[src/rtl/input_conditioner.sv]
// -----------------------------------------------------------------------------
// input_conditioner
//
// Multi-channel debouncer for push-buttons and switches. Each channel is
// synchronised and then sampled on a shared tick. A per-channel saturating
// up/down counter, read through a hysteresis band, decides the clean level.
// The block emits the registered level plus one-cycle rise/fall pulses.
//
// Optional feature macro: INPUT_CONDITIONER_LONG_PRESS_EN
//   When defined, adds a per-channel long-press counter and the long_press
//   output. When undefined, that port and its logic do not exist.
//
// Parameters
//   WIDTH          number of independent channels
//   SAMPLE_CNT_MAX clock cycles per sample tick (>= 2)
//   PULSE_CNT_MAX  counter saturation value in ticks (>= 1)
//   SYNC_STAGES    synchroniser depth (>= 2)
//   FAST_RELEASE   0: symmetric hysteresis, 1: any sampled 0 clears the channel
//   LONG_CNT_MAX   long-press threshold in ticks (long-press build only)
//
// Ports
//   clk              rising-edge clock for all state
//   rst_n            synchronous active-low reset
//   glitchy_signal   [WIDTH] raw asynchronous inputs
//   debounced_signal [WIDTH] conditioned level, registered
//   rise_pulse       [WIDTH] one-cycle pulse on 0->1 of debounced_signal
//   fall_pulse       [WIDTH] one-cycle pulse on 1->0 of debounced_signal
//   long_press       [WIDTH] one-cycle pulse when a press reaches LONG_CNT_MAX
//                            ticks (long-press build only)
// -----------------------------------------------------------------------------
module input_conditioner #(
  parameter int WIDTH          = 1,
  parameter int SAMPLE_CNT_MAX = 62500,
  parameter int PULSE_CNT_MAX  = 200,
  parameter int SYNC_STAGES    = 2,
  parameter int FAST_RELEASE   = 0,
  parameter int LONG_CNT_MAX   = 1000
) (
  input  logic             clk,
  input  logic             rst_n,
  input  logic [WIDTH-1:0] glitchy_signal,
  output logic [WIDTH-1:0] debounced_signal,
  output logic [WIDTH-1:0] rise_pulse,
  output logic [WIDTH-1:0] fall_pulse
`ifdef INPUT_CONDITIONER_LONG_PRESS_EN
  ,
  output logic [WIDTH-1:0] long_press
`endif
);

  // Elaboration-time parameter legality checks.
  if (SAMPLE_CNT_MAX < 2) begin : g_bad_sample
    $error("input_conditioner: SAMPLE_CNT_MAX must be >= 2");
  end
  if (PULSE_CNT_MAX < 1) begin : g_bad_pulse
    $error("input_conditioner: PULSE_CNT_MAX must be >= 1");
  end
  if (SYNC_STAGES < 2) begin : g_bad_sync
    $error("input_conditioner: SYNC_STAGES must be >= 2");
  end
  if (LONG_CNT_MAX < 1) begin : g_bad_long
    $error("input_conditioner: LONG_CNT_MAX must be >= 1");
  end

  localparam int TW = $clog2(SAMPLE_CNT_MAX);
  localparam int CW = $clog2(PULSE_CNT_MAX + 1);

  localparam logic [TW-1:0] TIMER_LAST = TW'(SAMPLE_CNT_MAX - 1);
  localparam logic [CW-1:0] CNT_MAX    = CW'(PULSE_CNT_MAX);

  // One sample-tick update of a channel counter. Saturates at both ends;
  // in fast-release mode a low sample drops straight to zero.
  function automatic logic [CW-1:0] sat_step(input logic [CW-1:0] cur,
                                             input logic          up);
    logic [CW-1:0] res;
    res = cur;
    if (up) begin
      if (cur != CNT_MAX) res = cur + CW'(1);
    end else if (FAST_RELEASE != 0) begin
      res = '0;
    end else if (cur != '0) begin
      res = cur - CW'(1);
    end
    return res;
  endfunction

  // Hysteresis: only the two end points of the counter move the level.
  function automatic logic level_next(input logic [CW-1:0] cnt,
                                      input logic          cur_level);
    logic res;
    res = cur_level;
    if (cnt == CNT_MAX)  res = 1'b1;
    else if (cnt == '0)  res = 1'b0;
    return res;
  endfunction

  // ---------------------------------------------------------------------------
  // Stage p0: synchroniser chain; sync_p0[SYNC_STAGES-1] is the usable sample
  // ---------------------------------------------------------------------------
  logic [WIDTH-1:0] sync_p0 [SYNC_STAGES];
  logic [WIDTH-1:0] sync_last;

  assign sync_last = sync_p0[SYNC_STAGES-1];

  always_ff @(posedge clk) begin
    if (!rst_n) begin
      for (int s = 0; s < SYNC_STAGES; s++) sync_p0[s] <= '0;
    end else begin
      sync_p0[0] <= glitchy_signal;
      for (int s = 1; s < SYNC_STAGES; s++) sync_p0[s] <= sync_p0[s-1];
    end
  end

  // ---------------------------------------------------------------------------
  // Stage p1: shared sample timer and per-channel saturating counters
  // ---------------------------------------------------------------------------
  logic [TW-1:0] timer_p1;
  logic          tick;
  logic [CW-1:0] cnt_p1   [WIDTH];
  logic [CW-1:0] cnt_next [WIDTH];

  assign tick = (timer_p1 == TIMER_LAST);

  always_ff @(posedge clk) begin
    if (!rst_n) begin
      timer_p1 <= '0;
    end else if (tick) begin
      timer_p1 <= '0;
    end else begin
      timer_p1 <= timer_p1 + TW'(1);
    end
  end

  always_comb begin
    for (int i = 0; i < WIDTH; i++) begin
      cnt_next[i] = cnt_p1[i];
      if (tick) cnt_next[i] = sat_step(cnt_p1[i], sync_last[i]);
    end
  end

  always_ff @(posedge clk) begin
    if (!rst_n) begin
      for (int i = 0; i < WIDTH; i++) cnt_p1[i] <= '0;
    end else begin
      for (int i = 0; i < WIDTH; i++) cnt_p1[i] <= cnt_next[i];
    end
  end

  // ---------------------------------------------------------------------------
  // Stage p2: level and edge pulses, all registered together so each pulse
  // coincides with the first cycle the new level is visible
  // ---------------------------------------------------------------------------
  logic [WIDTH-1:0] deb_p2;
  logic [WIDTH-1:0] rise_p2;
  logic [WIDTH-1:0] fall_p2;
  logic [WIDTH-1:0] deb_next;

  always_comb begin
    for (int i = 0; i < WIDTH; i++) begin
      deb_next[i] = level_next(cnt_next[i], deb_p2[i]);
    end
  end

  always_ff @(posedge clk) begin
    if (!rst_n) begin
      deb_p2  <= '0;
      rise_p2 <= '0;
      fall_p2 <= '0;
    end else begin
      deb_p2  <= deb_next;
      rise_p2 <= deb_next & ~deb_p2;
      fall_p2 <= ~deb_next & deb_p2;
    end
  end

  assign debounced_signal = deb_p2;
  assign rise_pulse       = rise_p2;
  assign fall_pulse       = fall_p2;

`ifdef INPUT_CONDITIONER_LONG_PRESS_EN
  // ---------------------------------------------------------------------------
  // Stage p2 (long press): counts ticks while the level is high; the pulse
  // fires on the transition into saturation, so at most once per press
  // ---------------------------------------------------------------------------
  localparam int LW = $clog2(LONG_CNT_MAX + 1);
  localparam logic [LW-1:0] LONG_MAX = LW'(LONG_CNT_MAX);

  logic [LW-1:0]    long_cnt_p2   [WIDTH];
  logic [LW-1:0]    long_cnt_next [WIDTH];
  logic [WIDTH-1:0] long_p2;
  logic [WIDTH-1:0] long_hit;

  always_comb begin
    for (int i = 0; i < WIDTH; i++) begin
      long_cnt_next[i] = long_cnt_p2[i];
      long_hit[i]      = 1'b0;
      if (!deb_next[i]) begin
        long_cnt_next[i] = '0;
      end else if (tick && deb_p2[i] && (long_cnt_p2[i] != LONG_MAX)) begin
        long_cnt_next[i] = long_cnt_p2[i] + LW'(1);
        long_hit[i]      = (long_cnt_p2[i] + LW'(1)) == LONG_MAX;
      end
    end
  end

  always_ff @(posedge clk) begin
    if (!rst_n) begin
      for (int i = 0; i < WIDTH; i++) long_cnt_p2[i] <= '0;
      long_p2 <= '0;
    end else begin
      for (int i = 0; i < WIDTH; i++) long_cnt_p2[i] <= long_cnt_next[i];
      long_p2 <= long_hit;
    end
  end

  assign long_press = long_p2;
`endif

endmodule

[config.mk]
export PLATFORM = sky130hd
export DESIGN_NAME = input_conditioner
export DESIGN_NICKNAME = d
export VERILOG_FILES = /design/src/rtl/input_conditioner.sv
export SDC_FILE = /design/constraint.sdc
export NUM_CORES = 1
export LEC_CHECK = 0
export CELL_PAD_IN_SITES_DETAIL_PLACEMENT = 1
export CELL_PAD_IN_SITES_GLOBAL_PLACEMENT = 2
export CORE_MARGIN = 2
export CORE_UTILIZATION = 37
export CTS_CLUSTER_DIAMETER = 40
export DETAILED_ROUTE_END_ITERATION = 8
export GPL_TIMING_DRIVEN = 0
export PLACE_DENSITY = 0.86
export SLEW_MARGIN = 10
export SYNTH_ARGS = -nofsm -noshare
export SYNTH_HDL_FRONTEND = slang
export SYNTH_SLANG_ARGS = --single-unit
export TNS_END_PERCENT = 5
[constraint.sdc]
create_clock -name clk -period 4 [get_ports clk]
set_clock_uncertainty 0.2 [all_clocks]
set_input_delay 1.2 -clock clk [delete_from_list [all_inputs] [get_ports clk]]
set_output_delay 1.2 -clock clk [all_outputs]
set_load 0.01 [all_outputs]
## Word-level counts from Yosys, hierarchy flattened

Memory sizes are Yosys's and may differ from the RTL's.
Index checks and enable logic that the tools add are counted.

- Register bits: 19
- Bits in latches: 0
- Memory bits (writable): 10
- ROM bits: 0
- Input port bits: 3
- Output and inout bits: 3
- Word-level logic and storage cells: 35
- Memories: 2

Memory list:

| memory | words | width | read ports | clocked after memory_dff | wr ports | line | source |
|---|---|---|---|---|---|---|---|
| cnt_p1 | 1 | 8 | 1 | 0 | 1 | 119 | `logic [CW-1:0] cnt_p1 [WIDTH];` |
| sync_p0 | 2 | 1 | 2 | 0 | 2 | 100 | `logic [WIDTH-1:0] sync_p0 [SYNC_STAGES];` |

- $add $sub $neg: 3
- Multiply operators: 0
- Div/mod/pow operators: 0
- $lt $le $gt $ge: 0
- Eq/ne operators: 3
- Shifts and indexed selects: 0
- Mux-type cells: 12
- Bitwise logic cells: 7
- Reduce and logical (&&, ||, !) cells: 4

Operators by type and width:

| cell | number |
|---|---|
| 8-bit 2-to-1 mux | 5 |
| 16-bit by 1-bit adder with 16-bit output, second input constant | 1 |
| 16-bit == test, second input constant | 1 |
| 8-bit by 1-bit adder with 8-bit output, second input constant | 1 |
| 8-bit == test, second input constant | 1 |
| 8-bit logical NOT | 1 |
| 8-bit != test, second input constant | 1 |
| 8-bit nonzero test | 1 |
| 8-bit OR reduction | 1 |
| 8-bit by 1-bit subtractor with 8-bit output, second input constant | 1 |
| 1-bit 2-to-1 mux | 7 |
| 1-bit inverter | 3 |
| 1-bit AND | 2 |
| 1-bit OR | 2 |
| 2-bit OR reduction | 1 |

## Longest topological paths before layout

- Depth in word-level cells: 9
- Mapped depth: 9
- Mapped depth without buffers: 9

## Least setup slack after synthesis

OpenSTA, ideal clock, no wires.

- Kind: reg-to-reg
- Start: register timer_p1[0]
- End: register deb_p2 (netlist: debounced_signal)
- Library setup time: 122 ps
- Arrival: 2768 ps
- Data required time: 3678 ps
- Path slack: 910 ps
- Cell stages (with the launch flop): 10
- Clock period less this slack: 3090 ps
- Cells stage by stage: dfxtp_1 ha_1 or3b_1 or4_4 buf_6 o2bb2ai_1 a211oi_1 nand3b_1 or3_4 o311a_1

- Longest elaborated chain between the ends: 5

RTL lines:

| item | line | source |
|---|---|---|
| from (decl) | 117 | `logic [TW-1:0] timer_p1;` |
| from (signal assigned) | 130 | `timer_p1 <= timer_p1 + TW'(1);` |
| 16-bit == test (*) | 122 | `assign tick = (timer_p1 == TIMER_LAST);` |
| 8-bit 2-to-1 mux (*) | 137 | `if (tick) cnt_next[i] = sat_step(cnt_p1[i], sync_last[i]);` |
| 8-bit logical NOT | 93 | `else if (cnt == '0) res = 1'b0;` |
| 1-bit 2-to-1 mux | 93 |  |
| 1-bit 2-to-1 mux (*) | 92 | `if (cnt == CNT_MAX) res = 1'b1;` |
| to (signal assigned) | 170 | `deb_p2 <= deb_next;` |
| to (decl) | 153 | `logic [WIDTH-1:0] deb_p2;` |

Every way passes the cells marked *; elsewhere a longest branch is shown, timed or not.
A chain may end at the register's enable or synchronous reset.

## Final worst setup path

Same ends and word-level chain as after synthesis.

==> flow_metrics.env <==
export IMPL_status="finished clean"
export IMPL_min_path_type="reg2reg"
export IMPL_die_w_um=69.1
export IMPL_placed_area_mm2=0.00168
export IMPL_p_seq_share_pct=53.6
export IMPL_synth_edf_count=0
export IMPL_dp_hpwl_mm=2.86
export IMPL_fmax_mhz=281
export IMPL_pwr_share_comb_pct=3.3
export IMPL_cts_hold_fix_buffers=0
export IMPL_wl_per_cell_um=15.7
export IMPL_dieArea_mm2=0.00478
export IMPL_rows=23
export IMPL_cp_slowest_stage_delay_ns=0.78
export IMPL_cp_top_family="simple AND/OR/NAND/NOR gates"
export IMPL_drive_gt1_share_pct=8.12
export IMPL_drtAntennaViolNets=0
export IMPL_power_internal_uw=420
export IMPL_ys_types=53
export IMPL_worstPathRequired_ns=3.98
export IMPL_synthArstFlopShare_pct=0
export IMPL_synth_area_leaders="dfxtp_1 (37%), xor2_1 (5.6%), nor2_1 (5.3%)"
export IMPL_grt_pass1_vias=1442
export IMPL_cpMaxStageDelayCell="nor4_2"
export IMPL_path_class="reg2reg"
export IMPL_fin_crit_sh_pct=88.9
export IMPL_slew_viol_final=0
export IMPL_swShare_pct=24.0
export IMPL_grt_max_degree=11
export IMPL_fin_area_mm2=0.00176
export IMPL_drv_cap=0
export IMPL_ys_seq_elements=29
export IMPL_core_mm2=0.00403
export IMPL_rsz0062_at_grt="no"
export IMPL_num_vias=1372
export IMPL_grt_total_usage_pct=18.0
export IMPL_grt_ovfl_total=0
export IMPL_antenna_cells=0
export IMPL_clkTransAtPathRegs_ns=0.07
export IMPL_post_place_cells=239
export IMPL_htreeDepth=2
export IMPL_crit_fanout=8
export IMPL_cts_sinks=29
export IMPL_yosys_warnings=0
export IMPL_antenna_found_initial=0
export IMPL_root_buffer="clkbuf_8"
export IMPL_remaining_drc_errors=0
export IMPL_maxSlewHeadroom_pct=41.5
export IMPL_syn_area_per_cell_um2=8.53
export IMPL_power_net_switching_uw=133
export IMPL_fin_total_pwr_uw=553
export IMPL_synth_nets=190
export IMPL_whs_ns=0.236
export IMPL_post_cts_buffers=0
export IMPL_final_cells=247
export IMPL_grt_pass1_wl_mm=6.96
export IMPL_clock_latency_ns=0.29
export IMPL_hold_viol=0
export IMPL_peakVddDrop_mv=0.204
export IMPL_syn_to_final_growth_pct=12.4
export IMPL_via_per_inst=5.55
export IMPL_netlist_top_cell_by_area="dfxtp_1"
export IMPL_setup_viol=0
export IMPL_arrival_ns=3.54
export IMPL_crit_path_start_kind="register"
export IMPL_wl_mm=3.88
export IMPL_layout_nets=202
export IMPL_yosys_cell_count_top_type="dfxtp_1"
export IMPL_routabilityCongestion=0.766
export IMPL_firstDrtPassIters=4
export IMPL_die_y_um=69.1
export IMPL_synth_top_area_share_pct=37.0
export IMPL_p_leak_nw=0.642
export IMPL_crit_path_cell_trace="ha_1 -> or3b_1 -> nor4_2 -> o21ai_1 -> a22oi_1 -> nand3b_1 -> or3_4 -> o311a_1"
export IMPL_cts_buffers=5
export IMPL_worstPathBufferInverterCount=0
export IMPL_yosysSeqAreaShare_pct=37.0
export IMPL_port_buffers=5
export IMPL_fin_tns_setup_ns=0
export IMPL_synth_main_ff_cell="dfxtp_1"
export IMPL_cp_end_kind="register"
export IMPL_synth_common_cells="dfxtp_1 (29), nor2_1 (22), nand2_1 (13)"
export IMPL_drtIter0Drc=64
export IMPL_cts_resized=0
export IMPL_syn_area_mm2=0.00157
export IMPL_worst_pin_slew_ns=0.871
export IMPL_cts_buffer_depth=2
export IMPL_clockPowerShare_pct=43.0
export IMPL_start_util_pct=38.9
export IMPL_synthCells=184
export IMPL_power_density_mw_per_mm2=314
export IMPL_period_needed_ns=3.55
export IMPL_ioPinCount=6
export IMPL_cts_tree="yes"
[flip-flops by register name, summed over array words and instances, names as in the netlist]
name              count
fall_pulse            1
cnt_p1                8
timer_p1             16
sync_p0               2
rise_pulse            1
debounced_signal      1
[path summary, 6_finish.rpt]
path | startpoint | end | slack, ns | cells past startpoint
worst max-delay path | timer_p1[0] | debounced_signal | 0.45 | 8
worst min-delay path | sync_p0[0][0] | sync_p0[0][1] | 0.24 | 1
worst max register to register | timer_p1[0] | debounced_signal | 0.45 | 8
worst min register to register | sync_p0[0][0] | sync_p0[0][1] | 0.24 | 1
[kinds of logic after synthesis]
group	share of synthesized area, %
simple gates	34.3
compound gates	14.1
flops	37.0
xor+xnor	8.37
buf+inv	3.83
fa+ha+maj	2.39
[per-stage QoR]
step                worst slack [ns]  util, %
global route                   0.211     43.8
global placement               0.515     41.7
detailed placement             0.475     41.7
CTS                            0.450     43.8
floorplan                      0.910        -
finish                         0.446     43.8
[metal layers]
| metal | vias to the layer above | wire length [um] | GRT usage (%) | part of all wire (%) |
|---|---|---|---|---|
| met2 | 8 | 2000 | 31.3 | 52 |
| li1 | 687 | - | - | - |
| met1 | 671 | 1750 | 21.4 | 45 |
| met3 | 6 | 64 | 3.80 | 1.7 |
| met5 | - | 0 | 0 | 0 |
| met4 | 0 | 57 | 7.19 | 1.5 |
[area by class of cell]
cell class | instances | area, um^2
multi-input combinational | 141 | 928
inverter | 6 | 22.5
timing repair buffer | 5 | 50.0
tap | 50 | 62.6
sequential | 29 | 581
buffer | 8 | 37.5
clock buffer | 6 | 72.6
clock inverter | 2 | 10.0
fill | 496 | 2260
[power groups by stage]
stage / registers, mW / logic, mW / clock network (mW)
floorplan: 0.302 / 0.0120 / 0
global placement: 0.303 / 0.0178 / 0
detailed placement: 0.303 / 0.0184 / 0
CTS: 0.297 / 0.0188 / 0.247
global route: 0.297 / 0.0212 / 0.258
finish: 0.297 / 0.0184 / 0.238
[cell usage in the layout (no fill, tap or decap), drive strengths merged, types with 6 or more instances in the layout]
cell,count
dfxtp,29
nor2,22
nand2,13
clkbuf,13
xor2,10
nand3,8
o21ai,7
inv,6
and2,6
nand4,6
Power figures use the tool's default switching activity.
